## src/rtl/seq_gen_pkg.sv

```systemverilog
// Shared types and helpers for the serial pattern generator.
//   state_t    : generator FSM states (IDLE / SHIFT / DONE)
//   clamp_len(): limits a requested frame length to the pattern width
package seq_gen_pkg;

  typedef enum logic [1:0] {
    IDLE  = 2'd0,
    SHIFT = 2'd1,
    DONE  = 2'd2
  } state_t;

  // Frame length actually sent: never more bits than the pattern holds.
  function automatic int unsigned clamp_len(input int unsigned len, input int unsigned pat_w);
    return (len > pat_w) ? pat_w : len;
  endfunction

endpackage

```

## src/rtl/seq_pattern_gen_if.sv

```systemverilog
// Request/serial-output bundle of the pattern generator.
//   start, pattern, len : frame request (driven by master)
//   x, valid, busy, done: serial stream and status (driven by slave = generator)
interface seq_pattern_gen_if #(
  parameter int PAT_W = 8,
  parameter int LEN_W = 4
);
  logic             start;
  logic [PAT_W-1:0] pattern;
  logic [LEN_W-1:0] len;
  logic             x;
  logic             valid;
  logic             busy;
  logic             done;

  modport master (output start, pattern, len, input  x, valid, busy, done);
  modport slave  (input  start, pattern, len, output x, valid, busy, done);
endinterface

```

## src/rtl/seq_bit_cnt.sv

```systemverilog
// Loadable down-counter holding the number of frame bits still to be sent,
// counting the bit currently on x.
//   clk, rstn : clock, async active-low reset (clears value)
//   load      : load load_val (has priority over dec)
//   dec       : decrement by one
//   value     : current count
//   is_one    : value == 1, i.e. the bit on x is the last of the frame
module seq_bit_cnt #(
  parameter int W = 4
) (
  input  logic         clk,
  input  logic         rstn,
  input  logic         load,
  input  logic         dec,
  input  logic [W-1:0] load_val,
  output logic [W-1:0] value,
  output logic         is_one
);

  always_ff @(posedge clk or negedge rstn) begin
    if (!rstn)     value <= '0;
    else if (load) value <= load_val;
    else if (dec)  value <= value - 1'b1;
  end

  assign is_one = (value == W'(1));

endmodule

```

## src/rtl/seq_pattern_gen.sv

```systemverilog
// Serial bit-pattern transmitter. Captures bus.pattern on an accepted start and
// shifts bit [len_eff-1] .. bit [0] out on x, one bit per clk.
//   clk, rstn : clock, async active-low reset (aborts any frame, no done)
//   loop      : present only when SEQ_GEN_LOOP_EN is defined; when high at
//               the last bit of a frame, the frame restarts with no gap
//   bus       : seq_pattern_gen_if slave (start/pattern/len in,
//               x/valid/busy/done out); all outputs are flop outputs
// Optional feature macro: SEQ_GEN_LOOP_EN
module seq_pattern_gen
  import seq_gen_pkg::*;
#(
  parameter int PAT_W    = 8,
  parameter int LEN_W    = 4,
  parameter bit IDLE_LVL = 1'b0
) (
  input  logic               clk,
  input  logic               rstn,
`ifdef SEQ_GEN_LOOP_EN
  input  logic               loop,
`endif
  seq_pattern_gen_if.slave   bus
);

  state_t           state, nxt;
  logic [LEN_W-1:0] len_eff;
  logic [PAT_W-1:0] aligned;
  logic [PAT_W-1:0] sh;
  int               sh_amt;
  logic             accept;
  logic             cnt_load, cnt_dec, cnt_is_one;
  logic [LEN_W-1:0] cnt_val, cnt_value;
  logic             valid_d, busy_d, done_d;
  logic             valid_q, busy_q, done_q;
`ifdef SEQ_GEN_LOOP_EN
  logic [PAT_W-1:0] cap;
  logic [LEN_W-1:0] len_q;
  logic             reload;
`endif

  // Left-align the frame so its first bit sits at the MSB of the shift reg;
  // the vacated low bits hold IDLE_LVL, so x falls back to the idle level by
  // itself once the last frame bit has been shifted out.
  always_comb begin
    len_eff = LEN_W'(clamp_len(int'(bus.len), PAT_W));
    sh_amt  = PAT_W - int'(len_eff);
    aligned = (bus.pattern << sh_amt) |
              (IDLE_LVL ? ~({PAT_W{1'b1}} << sh_amt) : '0);
  end

  assign accept = (state == IDLE) && bus.start;
`ifdef SEQ_GEN_LOOP_EN
  assign reload = (state == SHIFT) && cnt_is_one && loop;
`endif

  // ---- state register
  always_ff @(posedge clk or negedge rstn) begin
    if (!rstn) state <= IDLE;
    else       state <= nxt;
  end

  // ---- next state and counter control
  always_comb begin
    nxt      = state;
    cnt_load = 1'b0;
    cnt_dec  = 1'b0;
    cnt_val  = len_eff;
    case (state)
      IDLE: if (bus.start) begin
        cnt_load = 1'b1;
        nxt      = (len_eff == '0) ? DONE : SHIFT;
      end
      SHIFT: begin
`ifdef SEQ_GEN_LOOP_EN
        if (reload) begin
          cnt_load = 1'b1;
          cnt_val  = len_q;
        end else
`endif
        begin
          cnt_dec = (cnt_value != '0);  // lands on 0 after the last bit
          if (cnt_is_one) nxt = DONE;
        end
      end
      DONE:    nxt = IDLE;
      default: nxt = IDLE;
    endcase
  end

  // ---- output decode of the next state, registered below
  always_comb begin
    valid_d = (nxt == SHIFT);
    busy_d  = (nxt != IDLE);
    done_d  = (nxt == DONE);
  end

  always_ff @(posedge clk or negedge rstn) begin
    if (!rstn) begin
      valid_q <= 1'b0;
      busy_q  <= 1'b0;
      done_q  <= 1'b0;
    end else begin
      valid_q <= valid_d;
      busy_q  <= busy_d;
      done_q  <= done_d;
    end
  end

  // ---- shift/capture datapath
  always_ff @(posedge clk or negedge rstn) begin
    if (!rstn) begin
      sh <= {PAT_W{IDLE_LVL}};
    end else if (accept) begin
      sh <= aligned;
`ifdef SEQ_GEN_LOOP_EN
    end else if (reload) begin
      sh <= cap;
`endif
    end else if (state == SHIFT) begin
      sh <= {sh[PAT_W-2:0], IDLE_LVL};
    end
  end

`ifdef SEQ_GEN_LOOP_EN
  // Frame copy kept for gap-free restarts.
  always_ff @(posedge clk or negedge rstn) begin
    if (!rstn) begin
      cap   <= {PAT_W{IDLE_LVL}};
      len_q <= '0;
    end else if (accept) begin
      cap   <= aligned;
      len_q <= len_eff;
    end
  end
`endif

  seq_bit_cnt #(.W(LEN_W)) u_cnt (
    .clk      (clk),
    .rstn     (rstn),
    .load     (cnt_load),
    .dec      (cnt_dec),
    .load_val (cnt_val),
    .value    (cnt_value),
    .is_one   (cnt_is_one)
  );

  assign bus.x     = sh[PAT_W-1];
  assign bus.valid = valid_q;
  assign bus.busy  = busy_q;
  assign bus.done  = done_q;

endmodule

```

## src/flat_wrapper.sv

```systemverilog
// flat-port wrapper written by rule: the top's interface ports become plain ports
module seq_pattern_gen_flat import seq_gen_pkg::*;
#(
  parameter int PAT_W    = 8,
  parameter int LEN_W    = 4,
  parameter bit IDLE_LVL = 1'b0
)
  (clk, rstn, bus_start, bus_pattern, bus_len, bus_x, bus_valid, bus_busy, bus_done);
  seq_pattern_gen_if #(.PAT_W(PAT_W), .LEN_W(LEN_W)) bus_i ();
  input  logic clk;
  input  logic rstn;
  input wire logic [$bits(bus_i.start)-1:0] bus_start;
  input wire logic [$bits(bus_i.pattern)-1:0] bus_pattern;
  input wire logic [$bits(bus_i.len)-1:0] bus_len;
  output wire logic [$bits(bus_i.x)-1:0] bus_x;
  output wire logic [$bits(bus_i.valid)-1:0] bus_valid;
  output wire logic [$bits(bus_i.busy)-1:0] bus_busy;
  output wire logic [$bits(bus_i.done)-1:0] bus_done;
  assign bus_i.start = bus_start;
  assign bus_i.pattern = bus_pattern;
  assign bus_i.len = bus_len;
  assign bus_x = bus_i.x;
  assign bus_valid = bus_i.valid;
  assign bus_busy = bus_i.busy;
  assign bus_done = bus_i.done;
  seq_pattern_gen #(.PAT_W(PAT_W), .LEN_W(LEN_W), .IDLE_LVL(IDLE_LVL)) u_core (.clk(clk), .rstn(rstn), .bus(bus_i));
endmodule
```

## config.mk

```make
export PLATFORM = sky130hd
export DESIGN_NAME = seq_pattern_gen_flat
export DESIGN_NICKNAME = d
export VERILOG_FILES = /design/src/rtl/seq_gen_pkg.sv /design/src/rtl/seq_pattern_gen_if.sv /design/src/rtl/seq_bit_cnt.sv /design/src/rtl/seq_pattern_gen.sv /design/src/flat_wrapper.sv
export SDC_FILE = /design/constraint.sdc
export NUM_CORES = 1
export LEC_CHECK = 0
export CORE_UTILIZATION = 55
export DETAILED_ROUTE_END_ITERATION = 12
export PLACE_DENSITY = 0.93
export SLEW_MARGIN = 20
export SYNTH_ARGS = -nofsm -noshare
export SYNTH_HDL_FRONTEND = slang
export SYNTH_HIERARCHICAL = 1
export SYNTH_SLANG_ARGS = --single-unit
```

## constraint.sdc

```tcl
create_clock -name clk -period 4.4 [get_ports clk]
set_input_delay 1.32 -clock clk [delete_from_list [all_inputs] [get_ports clk]]
set_output_delay 1.32 -clock clk [all_outputs]
set_load 0.02 [all_outputs]
```

==> reports/summary.txt, run 1 <==
Critical-path top delay cell - or4_1
R2R setup slack - 2.49 ns
Critical path origin - bus_len[0]
Yosys reg bits - 17
Max-Cap Viols - 0
Combinational group share of total power - 48.1%
Via count - 1111
Slew margin rel. - 49.8%
First-pass DRT Iterations - 5
Cell count after placement - 177
Synth Instances - 138
Post-Syn Nets - 156
Non-filler cells, final - 181
Crit path time final - 3.51 ns
Post-synth top area share - 34.5%
Worst hold endpoint - u_core/sh[3]
Hold depth - 1
H-tree levels - 1
Ant diodes - 0
Worst slew pin tran - 0.750 ns
RD Place Congestion - 0.882
Non-Filler Cell Area, Final - 0.00145 mm2
Final ANT Viol Nets - 0
Seq pwr share - 39.7%
Max clock buf depth - 2
Commonest non-fill, non-tap cell in the layout - clkdlybuf4s50_1
Cts bufs inserted - 3
Chip width - 49.3 um
HP Class - reg2reg
Slew Viols, Final - 0
Setup violators final - 0
Worst Min Path Start - u_core/sh[3]
Die Y-Extent - 49.3 um
Synthesized area - 0.00123 mm2
Initial Util - 60.4%
Seq/Total Area, Yosys - 34.5%
Clock Sinks - 17
Post-CTS Setup Inserts - 0
Critical path launch point type - input port
Die footprint - 0.00243 mm2
Crit share post-route - 79.7%
Layout cells sized above 1 - 9.74%
CTS tree - done
Row Count - 16
DP Area - 0.00143 mm2
Reg2Reg Launch Point - u_core/state[0]
Multi-input gate area - 738 um2
Antenna violations before repair - 0
Switching pwr - 0.295 mW
Synth Area per Inst - 8.93 um2
Clock transition at the registers of the reported paths - 0.11 ns
Gr ovfl total - 0
Clk Latency, worst-skew pair - 0.30 ns
PortBufs - 18
Register cell area after layout - 425 um2
Pwr Density - 490 mW/mm2
Top-level I/O count - 19
CTS Hold Bufs - 0
Status - finished clean
CP Class - in2reg
Most frequent cells in the layout - clkdlybuf4s50_1, dfrtp_1, nand2_1
Worst Setup End Kind - flip-flop
Pint - 0.417 mW
Filler Cell Count - 169
Number of global-route vias before repair - 1066
Post-DP HPWL - 2030 um
Worst reg-to-reg path cell count - 4
Final hold viol count - 0
Cell Chain, Critical Path - clkdlybuf4s50_1, buf_4, nor2b_1, inv_1, ha_1, xnor2_2, a311oi_1, or4_1, nand3_1
Max Clk Rate - 0.285 GHz
NumNets Final - 173
Core Box Area - 0.00204 mm2
Worst endpoint data arrival time - 3.75 ns
Synth unique cells - 41
All-Layer GR Usage - 27.6%
Final WL - 2860 um
First-pass GRT wire length - 5020 um
Setup TNS - 0 ns
# resized after CTS - 0
Vias per cell - 6.14
Largest net degree at the start of global routing - 20
YS warnings - 6
CP Data Required Time - 4.65 ns
Wire per inst - 15.8 um
Yosys top cell by area - dfrtp_1
Post-Route Skew - 0.00990 ns
RSZ-0062 raised after global routing - no
Area growth from synthesis to layout - 18.0%
Switching Fraction - 41.5%
Max stage delay on crit path - 0.49 ns
Top post-synthesis cells by area - dfrtp_1, mux2i_1, nand3_1
Reg-to-Reg End - u_core/sh[7]
Root buffer cell - clkbuf_4
Clock Power Share - 12.1%
Drt drc - 0
CP max FO - 15
Leak - 0.620 nW
Max IR drop VDD - 0.000391 V
DR iter-0 viols - 56
## power groups by stage
stage | combinational, mW | sequential [mW] | clock, mW
global route | 0.382 | 0.291 | 0.0991
floorplan | 0.234 | 0.282 | 0
CTS | 0.342 | 0.282 | 0.0922
finish | 0.343 | 0.283 | 0.0864
global placement | 0.326 | 0.280 | 0
detailed placement | 0.339 | 0.283 | 0
## state kept, by name, summed over array words and instances (netlist names)
name                cells
u_core/state            2
u_core/u_cnt/value      4
u_core/bus.done         1
u_core/bus.valid        1
u_core/sh               8
u_core/bus.busy         1
## per-stage QoR
step | hold slack (ns) | total power, mW | setup slack, ns | utilization (%)
final | 0.496 | 0.712 | 0.894 | 71.2
after CTS | 0.501 | 0.716 | 0.917 | 71.2
after detailed placement | 0.477 | 0.622 | 0.611 | 69.9
after global placement | 0.462 | 0.606 | 0.723 | 69.9
after floorplan | 0.448 | 0.516 | 1.42 | -
after global routing | 0.526 | 0.772 | 0.714 | 71.2
## critical path, delay by kind of cell
family	cells	cell delay [ns]
and+or+nand+nor	3	0.83
buffers and inverters	3	0.75
adders and majority gates	1	0.43
xor gates and xnor gates	1	0.34
AOI/OAI and AO/OA	1	0.08
## logic make-up (layout without fill, tap and decap cells)
kind of cell    count (synthesis)  count (layout)  synth area share (%)
xor+xnor                        6               6                  5.48
fa+ha+maj                       3               3                  3.05
flops                          17              17                  34.5
mux                             9               9                  7.51
buf+inv                        16              32                  5.58
simple gates                   49              49                  22.2
compound gates                 38              38                  21.6
## routing by layer
| layer | up-vias | GRT usage (%) | routed length, um | share of wire, % |
|---|---|---|---|---|
| met1 | 525 | 38.4 | 1390 | 49 |
| met3 | 7 | 5.92 | 162 | 5.7 |
| met2 | 39 | 41.1 | 1260 | 44 |
| li1 | 540 | - | - | - |
| met5 | - | 0 | 0 | 0 |
| met4 | 0 | 11.8 | 45 | 1.6 |
## how the worst max path moves through the flow
stage	end	slack, ns	cells past startpoint
after CTS	u_core/sh[7]	0.92	9
after global placement	u_core/sh[7]	0.72	9
final	u_core/sh[7]	0.89	9
after global routing	u_core/sh[4]	0.71	9
after floorplan	u_core/sh[7]	1.42	9
after detailed placement	u_core/sh[7]	0.61	9
## Yosys cell counts (all sizes together)
cell type	count
clkbuf	4
o41ai	1
o21bai	1
a31oi	1
or4	1
o21ai	11
a2111oi	1
buf	5
nand2	14
mux2	2
a22o	1
dfrtp	17
o221ai	2
o2111a	1
a311oi	1
o211ai	3
a221oi	1
nand3	12
xor2	3
nor2	9
nor4b	1
and3	3
nor2b	2
o2111ai	1
mux2i	7
nor3b	3
ha	3
a21oi	10
a32oi	1
nand4b	1
xnor2	3
inv	7
nor4	2
o21a	1
and2b	1
a211o	1
## final cells by class
type	instances	area share, %
clock buffers	3	1.55
clock inverters	1	0.344
inverters	7	1.81
multi-input cells	105	50.8
flip-flops and latches	17	29.3
well taps	27	2.32
repair buffers	21	13.9
Note: power is estimated with default switching activity, not from simulation.
==> run 2, diff against run 1 <==
- CORE_UTILIZATION: 55 -> 53
- PLACE_DENSITY: 0.93 -> 0.91
- clock period: 4.4 -> 3.26 ns (I/O delays scaled with it)
==> reports/summary.txt, run 2 (synthesis gave the netlist of run 1 again) <==
Worst slew pin tran - 0.774 ns
Vias per cell - 6.12
Max clock buf depth - 2
Pwr Density - 654 mW/mm2
Die footprint - 0.00252 mm2
Via count - 1139
CP Data Required Time - 3.50 ns
CTS Hold Bufs - 0
Switching Fraction - 41.2%
Chip width - 50.2 um
Top-level I/O count - 19
Root buffer cell - clkbuf_4
CTS tree - done
Critical-path top delay cell - or4_1
Clock Power Share - 11.8%
Number of flip-flops in the largest register - 8
Most frequent cells in the layout - clkdlybuf4s50_1, dfrtp_1, nand2_1
Max IR drop VDD - 0.000459 V
Register cell area after layout - 425 um2
Pint - 0.571 mW
Max stage delay on crit path - 0.50 ns
Slew Viols, Final - 0
# resized after CTS - 0
Number of global-route vias before repair - 1114
Antenna violations before repair - 0
CP Buf/Inv Count - 2
Post-CTS Setup Inserts - 0
Filler Cell Count - 188
Worst Setup End Kind - flip-flop
Largest net degree at the start of global routing - 18
NumNets Final - 177
All-Layer GR Usage - 26.5%
Biggest regs - u_core/sh: 8 flops, u_core/u_cnt/value: 4 flops, u_core/state: 2 flops
H-tree levels - 1
Worst endpoint data arrival time - 3.13 ns
Hold slack final - 0.500 ns
Post-Route Skew - 0.000982 ns
PortBufs - 18
Ant diodes - 0
Status - finished clean
Seq pwr share - 39.4%
Final WL - 3040 um
Layout cells sized above 1 - 11.4%
Die Y-Extent - 50.2 um
Wire per inst - 16.4 um
DR iter-0 viols - 39
Final hold viol count - 0
Combinational group share of total power - 48.8%
Drt drc - 0
Core Box Area - 0.00221 mm2
RSZ-0062 raised after global routing - no
Post-DP HPWL - 2270 um
Multi-input gate area - 738 um2
Setup violators final - 0
Clock Sinks - 17
Crit share post-route - 88.9%
Max-Cap Viols - 0
Cell Chain, Critical Path - clkdlybuf4s50_1, nor2b_1, inv_1, ha_1, xnor2_2, a311oi_1, or4_1, nand3_1
Row Count - 17
Clock transition at the registers of the reported paths - 0.10 ns
Commonest non-fill, non-tap cell in the layout - clkdlybuf4s50_1
Cell count after placement - 182
Delay-heaviest family, CP - simple AND/OR/NAND/NOR gates
First-pass DRT Iterations - 5
Setup TNS - 0 ns
Slew margin rel. - 48.3%
Initial Util - 55.7%
Final ANT Viol Nets - 0
Non-filler cells, final - 186
Crit path time final - 2.90 ns
First-pass GRT wire length - 5050 um
Max Clk Rate - 0.345 GHz
Cts bufs inserted - 3
Gr ovfl total - 0
Clk Latency, worst-skew pair - 0.29 ns
CP Class - in2reg
Switching pwr - 0.399 mW
CP max FO - 9
Area growth from synthesis to layout - 20.4%
Largest Register - u_core/sh
Critical path launch point type - input port
HP Class - reg2reg
Leak - 0.637 nW
RD Place Congestion - 0.859
[run 2: stage by stage]
stage	setup slack, ns	util (%)	power [mW]	cell area (um2)
2_1_floorplan	0.622	-	0.696	1230
3_3_place_gp	0.111	65.9	0.830	1460
3_5_place_dp	0.104	65.9	0.853	1460
4_1_cts	0.402	67.1	0.969	1480
5_1_grt	0.221	67.1	1.05	1480
6_report	0.362	67.1	0.970	1480
[run 2: final timing paths]
check,to,slack (ns),cells past startpoint,from
max in group asynchronous,u_core/u_cnt/value[2],1.65,1,rstn
max,u_core/sh[7],0.36,8,bus_len[3]
min reg2reg,u_core/sh[3],0.50,1,u_core/sh[3]
min in group asynchronous,u_core/sh[5],1.13,1,rstn
min,u_core/sh[3],0.50,1,u_core/sh[3]
max reg2reg,u_core/u_cnt/value[3],1.30,4,u_core/state[0]
[run 2: layout make-up]
cell class	instances	share of cell area [%]
multi-input cells	105	49.7
flip-flops and latches	17	28.7
repair buffers	25	15.7
well taps	28	2.36
clock buffers	4	1.77
inverters	7	1.77
[run 2: worst register-to-register path, cell delays in order (launching register included)]
cell and delay, ns:
dfrtp_1 0.60, nor3b_1 0.56, nor4b_4 0.33, xor2_1 0.10
mux2_2 0.27
[run 2: power by group through the flow]
stage | clock (mW) | sequential [mW] | combinational, mW
3_3_place_gp | 0 | 0.379 | 0.452
4_1_cts | 0.117 | 0.380 | 0.472
2_1_floorplan | 0 | 0.381 | 0.315
3_5_place_dp | 0 | 0.385 | 0.468
6_report | 0.114 | 0.382 | 0.474
5_1_grt | 0.126 | 0.392 | 0.531
[run 2: metal layers]
layer	up-vias	share of wire (%)	global-route usage, %
met3	8	6.6	2.73
met2	59	46	43.8
met5	-	0	0
met1	532	45	35.2
li1	540	-	-
met4	0	1.9	11.0
==> run 3, diff against run 2 <==
- ABC_AREA: unset -> 0
- TNS_END_PERCENT: unset -> 5
==> results of run 3 <==
Final layout, timing and power as in run 2 (identical DEF).
